--- src/rtl/mips_pkg.sv ---
// Shared definitions for the MIPS-32 pipeline.
// Covers the next-PC select encodings, the fetch FSM state type and the word width.
package mips_pkg;

  localparam int WORD_W = 32;

  // Next-PC mux select encodings
  typedef enum logic [1:0] {
    PC_SRC_SEQ = 2'd0,
    PC_SRC_BR  = 2'd1,
    PC_SRC_J   = 2'd2,
    PC_SRC_JR  = 2'd3
  } pc_src_t;

  // Fetch FSM states
  typedef enum logic [1:0] {
    FS_BOOT  = 2'd0,
    FS_FETCH = 2'd1,
    FS_HOLD  = 2'd2
  } fetch_state_t;

  // Turns a signed 16-bit word offset into a 32-bit byte offset.
  function automatic logic [WORD_W-1:0] sext_word_offset(input logic [15:0] off);
    return {{14{off[15]}}, off, 2'b00};
  endfunction

endpackage

--- src/rtl/fetch_stage_next_pc_mux.sv ---
// 32-bit 4:1 next-PC mux.
// Pure selection; all target arithmetic is done by the caller.
module next_pc_mux
  import mips_pkg::*;
(
  input  logic [1:0]        sel,
  input  logic [WORD_W-1:0] seq_pc,
  input  logic [WORD_W-1:0] br_pc,
  input  logic [WORD_W-1:0] j_pc,
  input  logic [WORD_W-1:0] jr_pc,
  output logic [WORD_W-1:0] next_pc
);

  // Select one of the four candidate PCs
  always_comb begin
    next_pc = seq_pc;
    case (pc_src_t'(sel))
      PC_SRC_SEQ: next_pc = seq_pc;
      PC_SRC_BR:  next_pc = br_pc;
      PC_SRC_J:   next_pc = j_pc;
      PC_SRC_JR:  next_pc = jr_pc;
      default:    next_pc = seq_pc;
    endcase
  end

endmodule

--- src/rtl/fetch_stage.sv ---
// MIPS-32 instruction-fetch stage.
// Holds the PC, issues fetches, and captures returned words into IF/ID.
module fetch_stage
  import mips_pkg::*;
#(
  parameter logic [WORD_W-1:0] RESET_PC = 32'h0000_0000
) (
  input  logic              clk,
  input  logic              rst,
  input  logic [1:0]        pc_src,
  input  logic [15:0]       branch_offset,
  input  logic [25:0]       jump_index,
  input  logic [WORD_W-1:0] jr_target,
  input  logic              stall,
  input  logic              flush,
  output logic [WORD_W-1:0] imem_addr,
  output logic              imem_req,
  input  logic              imem_ready,
  input  logic [WORD_W-1:0] imem_rdata,
  output logic [WORD_W-1:0] if_instr,
  output logic [WORD_W-1:0] if_pc_plus4,
  output logic              if_valid
);

  fetch_state_t      state_reg;
  fetch_state_t      state_next;
  logic [WORD_W-1:0] pc_reg;
  logic [WORD_W-1:0] instr_reg;
  logic [WORD_W-1:0] pc4_reg;
  logic              valid_reg;

  logic [WORD_W-1:0] pc_plus4;
  logic [WORD_W-1:0] br_target;
  logic [WORD_W-1:0] j_target;
  logic [WORD_W-1:0] jr_aligned;
  logic [WORD_W-1:0] next_pc;
  logic              capture;

  // Candidate targets; branch and jump are relative to the IF/ID PC+4
  assign pc_plus4   = pc_reg + 32'd4;
  assign br_target  = pc4_reg + sext_word_offset(branch_offset);
  assign j_target   = {pc4_reg[31:28], jump_index, 2'b00};
  assign jr_aligned = jr_target & 32'hFFFF_FFFC;

  next_pc_mux u_next_pc_mux (
    .sel     (pc_src),
    .seq_pc  (pc_plus4),
    .br_pc   (br_target),
    .j_pc    (j_target),
    .jr_pc   (jr_aligned),
    .next_pc (next_pc)
  );

  // A fetch completes only while requesting, not stalled, and memory is ready
  assign capture = (state_reg == FS_FETCH) && !stall && imem_ready;

  // FSM state register
  always_ff @(posedge clk) begin
    if (rst) state_reg <= FS_BOOT;
    else     state_reg <= state_next;
  end

  // FSM next-state logic; a flush always lands in FETCH
  always_comb begin
    state_next = state_reg;
    if (flush) begin
      state_next = FS_FETCH;
    end else begin
      case (state_reg)
        FS_BOOT:  state_next = FS_FETCH;
        FS_FETCH: if (stall)  state_next = FS_HOLD;
        FS_HOLD:  if (!stall) state_next = FS_FETCH;
        default:  state_next = FS_BOOT;
      endcase
    end
  end

  // FSM outputs: request only while in FETCH
  always_comb begin
    imem_req = (state_reg == FS_FETCH);
  end

  // PC and IF/ID register: flush redirects, capture advances, otherwise hold
  always_ff @(posedge clk) begin
    if (rst) begin
      pc_reg    <= RESET_PC;
      instr_reg <= '0;
      pc4_reg   <= '0;
      valid_reg <= 1'b0;
    end else if (flush) begin
      pc_reg    <= next_pc;
      valid_reg <= 1'b0;
    end else if (capture) begin
      instr_reg <= imem_rdata;
      pc4_reg   <= pc_plus4;
      valid_reg <= 1'b1;
      pc_reg    <= next_pc;
    end
  end

  assign imem_addr   = pc_reg;
  assign if_instr    = instr_reg;
  assign if_pc_plus4 = pc4_reg;
  assign if_valid    = valid_reg;

endmodule
--- config.mk ---
export PLATFORM = sky130hd
export DESIGN_NAME = fetch_stage
export DESIGN_NICKNAME = d
export VERILOG_FILES = /design/src/rtl/mips_pkg.sv /design/src/rtl/fetch_stage_next_pc_mux.sv /design/src/rtl/fetch_stage.sv
export SDC_FILE = /design/constraint.sdc
export NUM_CORES = 1
export LEC_CHECK = 0
export CELL_PAD_IN_SITES_DETAIL_PLACEMENT = 2
export CELL_PAD_IN_SITES_GLOBAL_PLACEMENT = 2
export CORE_ASPECT_RATIO = 1.2
export CORE_MARGIN = 2
export CORE_UTILIZATION = 28
export DETAILED_ROUTE_END_ITERATION = 7
export PLACE_DENSITY_LB_ADDON = 0.1
export SYNTH_ARGS = -nofsm -noshare
export SYNTH_HDL_FRONTEND = slang
export SYNTH_HIERARCHICAL = 1
export SYNTH_SLANG_ARGS = --single-unit
--- constraint.sdc ---
create_clock -name clk -period 7.2 [get_ports clk]
set_clock_uncertainty 0.15 [all_clocks]
set_input_delay 1.44 -clock clk [delete_from_list [all_inputs] [get_ports clk]]
set_output_delay 1.44 -clock clk [all_outputs]
set_load 0.05 [all_outputs]
### Word level (Yosys, flattened, before mapping)

Index checks and enable logic that the tools add are counted.

* output and inout port bits: 98
* flip-flop bits (word level): 99

* bitwise operators: 1
* reduce and logical (&&, ||, !) cells: 10
* multiplexer cells: 7
* add/sub/neg operators: 2
* eq/ne operators: 9

Operators by type and width (number)
* 32-bit case mux with 4 select lines: 1
* 32-bit two-way mux: 2
* 32-bit by 3-bit adder with 32-bit output (second input constant): 1
* 32-bit adder: 1
* 2-bit == test (second input constant): 3
* 3-bit inequality test (second input constant): 2
* 2-bit case mux with 3 select lines: 1
* 2-bit AND reduction: 3
* 2-bit by 1-bit == test with 1-bit output (second input constant): 2
* 2-bit logical NOT: 2
* 2-bit two-way mux: 2
* 2-bit inequality test (second input constant): 2
* 1-bit logical AND: 2
* 2-bit nonzero test: 1
* 2-bit OR reduction: 1
* 1-bit logical NOT: 1
* 1-bit two-way mux: 1
* 1-bit inverter: 1

### Logic depth before layout (Yosys ltp)

* word-level depth: 5
* gate-level depth with buffers: 13

### By module

The synthesis kept the hierarchy.

By module, submodules not included
* fetch_stage: instances 1, cells each 742, sequential area each 1981.9 µm², area each 5584.1 µm²
* next_pc_mux: instances 1, cells each 39, sequential area each 0.0 µm², area each 814.5 µm²

### Least setup slack after synthesis

Ideal clock, no wire load.

* path kind: input -> register
* from: in branch_offset[0]
* to: reg pc_reg[28] (netlist: imem_addr[28])
* library setup time: 0.132 ns
* setup slack: 3.021 ns
* data required time: 6.918 ns
* buffers on the path: 0
* cell stages on the path: 13
* arrival: 3.897 ns
* path through: ha_1 -> inv_1 -> fa_1 -> nor2b_1 -> o2111ai_1 -> a211oi_1 -> o2111ai_1 -> a31oi_1 -> a31oi_1 -> xnor2_1 -> mux4_1 -> nand2_1 -> a21oi_1

* cells in the longest elaborated chain, start to end: 4

RTL lines
* from (decl): line fetch_stage.sv:11 `input logic [15:0] branch_offset,`
* 32-bit adder *: line fetch_stage.sv:41 `assign br_target = pc4_reg + sext_word_offset(branch_offset);`
* named net br_target[28]: line fetch_stage.sv:33 `logic [WORD_W-1:0] br_target;`
* 32-bit case mux with 4 select lines *: line fetch_stage_next_pc_mux.sv:17 `case (pc_src_t'(sel))`
* named net next_pc[28]: line fetch_stage.sv:36 `logic [WORD_W-1:0] next_pc;`
* 32-bit two-way mux: line fetch_stage.sv:93 `end else if (capture) begin`
* 32-bit two-way mux *: line fetch_stage.sv:90 `end else if (flush) begin`
* to (signal assigned): line fetch_stage.sv:91 `pc_reg <= next_pc;`
* to (signal assigned): line fetch_stage.sv:97 `pc_reg <= next_pc;`
* to (decl): line fetch_stage.sv:27 `logic [WORD_W-1:0] pc_reg;`

Mark *: on every way through the listed nets, which the timed path passes. The rest lies on a longest branch. The select of a mux whose other input is x is not followed.
A chain may end at the register's enable or synchronous reset.

### Worst setup path after layout

Same ends and word-level chain as after synthesis.

==> results.tsv <==
stage	metric	value	unit
global_routing	maximum number of pins on one net before global-route repair	72	
yosys	primary flip-flop cell chosen by synthesis mapping	dfxtp_1	
floorplan	starting density of the core	28.51	%
layout	FILL cells	2504	
cts	clock latency on the worst-skew pair	0.37	ns
detailed_routing	Avg WL per Cell	21.31	um
cts	cts bufs inserted	9	
layout	count of nets after finishing	1102	
timing	fin. max-slew vios	0	
power	cell area power density	171.2	nW/um2
critical_path	count of buffer and inverter cells on the critical path	2	
yosys	share of flip-flops with an asynchronous set or reset after synthesis	0	%
place	Port Buffer Count	208	
place	global placement routability congestion	0.8337	
detailed_routing	mean number of vias per cell	5.262	
yosys	proportion of synthesized chip area in sequential cells	30.97	%
cts	clock-pin slew on the worst setup and hold paths	0.09	ns
floorplan	area of the placeable core	22450	um2
cts	CTS root buffer	clkbuf_16	
power	overall power	1531	uW
yosys	Cells after Synth	781	
critical_path	endpoint class of the critical path	flip-flop	
yosys	count of flip-flops with a built-in enable after synthesis	0	
layout	commonest cells after routing, fill and taps aside	206 x clkdlybuf4s50_1, 182 x nand2_1, 105 x a21oi_1	
critical_path	Worst Path Required	7.26	ns
critical_path	series of cell instances along the critical path	clkdlybuf4s50_1 -> ha_1 -> inv_1 -> fa_1 -> nor2b_1 -> o2111ai_1 -> a211oi_1 -> o2111ai_1 -> a31oi_1 -> a31oi_1 -> xnor2_1 -> mux4_1 -> nand2_1 -> a21oi_1	
global_routing	antenna violations before repair	0	
timing	minimum clock period	5.020	ns
critical_path	Crit Path Class	in -> reg	
floorplan	horizontal die dimension	142	um
yosys	combinational family with the most area after synthesis	simple AND/OR/NAND/NOR gates	
critical_path	endpoint arrival time on the critical path	5.08	ns
critical_path	largest fanout on the critical path	3	
yosys	mean area per synthesized cell	8.193	um2
floorplan	count of pins on the block boundary	211	
place	detailed-placement wirelength estimate	19860	um
run	# Max-Cap Violations	0	
floorplan	die area	24080	um2
cts	clock tree from TritonCTS	yes	
timing	slew at the pin closest to its max-slew limit	0.8958	ns
timing	final period utilization	69.73	%
global_routing	vias in the first global route	7379	
yosys	post-synthesis compound-gate area fraction	14.14	%
detailed_routing	first drt pass iteration count	4	
global_routing	Tot GR Track Use	22.12	%
place	area post-placement	8628	um2
yosys	flops & latches, synth	99	
yosys	library cells used by synthesis	53	
critical_path	CP delay by family, top	compound AO/OA/AOI/OAI gates	
layout	number of antenna repair diodes	0	
cts	number of buffers on the longest clock path	2	
cts	Sinks on Clock Net	99	
layout	synthesis-to-layout area growth	39.75	%
yosys	area share of fa/ha/maj cells after synthesis	6.179	%
layout	ratio of cells with drive above 1 in the final layout	8.100	%
timing	total count of hold-check failures in the final report	0	
floorplan	Row Count	60	
timing	RSZ-0062 raised after global routing	false	
yosys	xor-xnor portion of the synthesized cell area	8.232	%
yosys	proportion of synthesized area in mux cells	11.85	%
detailed_routing	vias after detailed routing	6536	
global_routing	final global-route overflow total	0	
timing	final number of setup-violating endpoints	0	
yosys	simple-gate portion of the synthesized area	23.68	%
power	Leakage	0.003372	uW
global_routing	wire length of the first global-routing pass	41060	um
yosys	Yosys Warn Count	6	
critical_path	maximum single-stage delay on the critical path	0.50	ns
cts	Post-CTS Repair Setup Buffers	0	
detailed_routing	final wirelength	26460	um
layout	post-layout instance area	8942	um2
cts	number of buffers inserted for hold repair after clock tree synthesis	0	
detailed_routing	Residual DRC	0	
min_path	worst min-delay path class	reg -> reg	
cts	cells resized by post-CTS repair	0	
power	worst vdd rail ir drop	0.1057	mV
layout	most common cell after layout, fill and taps aside	clkdlybuf4s50_1	
timing	Fmax achieved	199.2	MHz
timing	tightest slew margin relative to the limit	40.28	%
cts	H-Tree Depth	3	
detailed_routing	drt first-iter violations	232	
critical_path	startpoint types	primary input	
yosys	post-synthesis instance area	6399	um2
detailed_routing	antenna-violating nets left	0	
outcome	run status	finished, final reports clean	
timing	total negative setup slack	0	ns
floorplan	y dimension of the die	169.6	um
critical_path	cell with the largest stage delay on the worst path	mux4_1	
==> cell families after synthesis <==
family | Yosys count
adder cells (fa/ha/maj) | 31
flip-flops | 99
other | 1
multiplexers | 35
buffers and inverters | 63
XOR/XNOR | 55
AO/OA/AOI/OAI | 160
AND/OR/NAND/NOR | 337
==> report_power, final <==
group / internal (uW) / total, uW / switching (uW)
clock network: 251 / 521 / 270
registers: 570 / 599 / 29.7
logic: 177 / 410 / 233
==> routing by layer <==
metal,routed length (um),track usage (%)
met5,0,0
met4,803,7.739
met3,1218,4.204
met2,13960,41.42
met1,10480,24.79
==> path summary, 6_finish.rpt <==
| path | cells after the start | to | start | slack (ns) |
|---|---|---|---|---|
| max | 14 | imem_addr[28] | branch_offset[0] | 2.18 |
| min reg2reg | 2 | if_instr[6] | if_instr[6] | 0.31 |
| max reg2reg | 13 | imem_addr[28] | if_pc_plus4[2] | 3.30 |
| min | 2 | if_instr[6] | if_instr[6] | 0.31 |
==> through the flow <==
stage | std cells | utilization, % | setup WS (ns) | hold slack, ns
after floorplan | 784 | - | 3.021 | 0.2967
after global placement | 1226 | 38.44 | 1.908 | 0.2917
after detailed placement | 1226 | 38.44 | 1.835 | 0.3005
after CTS | 1242 | 39.84 | 2.183 | 0.3170
after global routing | 1242 | 39.84 | 1.944 | 0.3359
final | 1242 | 39.84 | 2.180 | 0.3117
==> worst min-delay path, cell delays in order (launching register included) <==
cell and delay (ns):
dfxtp_1 0.32, nand2_1 0.05, a21oi_1 0.05
==> Yosys cell counts, types with 5 or more instances <==
| cell | n | share of area, % |
|---|---|---|
| nand2_1 | 182 | 11 |
| a21oi_1 | 105 | 8.2 |
| dfxtp_1 | 99 | 31 |
| nor2_1 | 75 | 4.4 |
| clkbuf_1 | 40 | 2.3 |
| xnor2_1 | 34 | 4.7 |
| ha_1 | 30 | 5.9 |
| mux4_2 | 30 | 11 |
| nor3_1 | 20 | 1.6 |
| o21ai_0 | 18 | 1.4 |
| xor2_1 | 15 | 2.1 |
| nand3_1 | 12 | 0.94 |
| inv_1 | 11 | 0.65 |
| nand4_1 | 10 | 0.98 |
| a31oi_1 | 8 | 0.78 |
| and3_1 | 8 | 0.78 |
| a21o_1 | 6 | 0.70 |
| nor2b_1 | 6 | 0.59 |
| nor3_2 | 6 | 0.94 |
| xnor2_2 | 5 | 1.3 |
==> cell type report <==
class | count | area, um2 | area share, %
tap | 279 | 349.1 | 3.904
inverter | 11 | 41.29 | 0.4617
clock inverter | 7 | 88.84 | 0.9934
multi-input combinational | 622 | 4129 | 46.17
sequential | 99 | 1982 | 22.16
clock buffer | 9 | 225.2 | 2.519
timing repair buffer | 215 | 2127 | 23.79
Power figures use the tool's default switching activity.
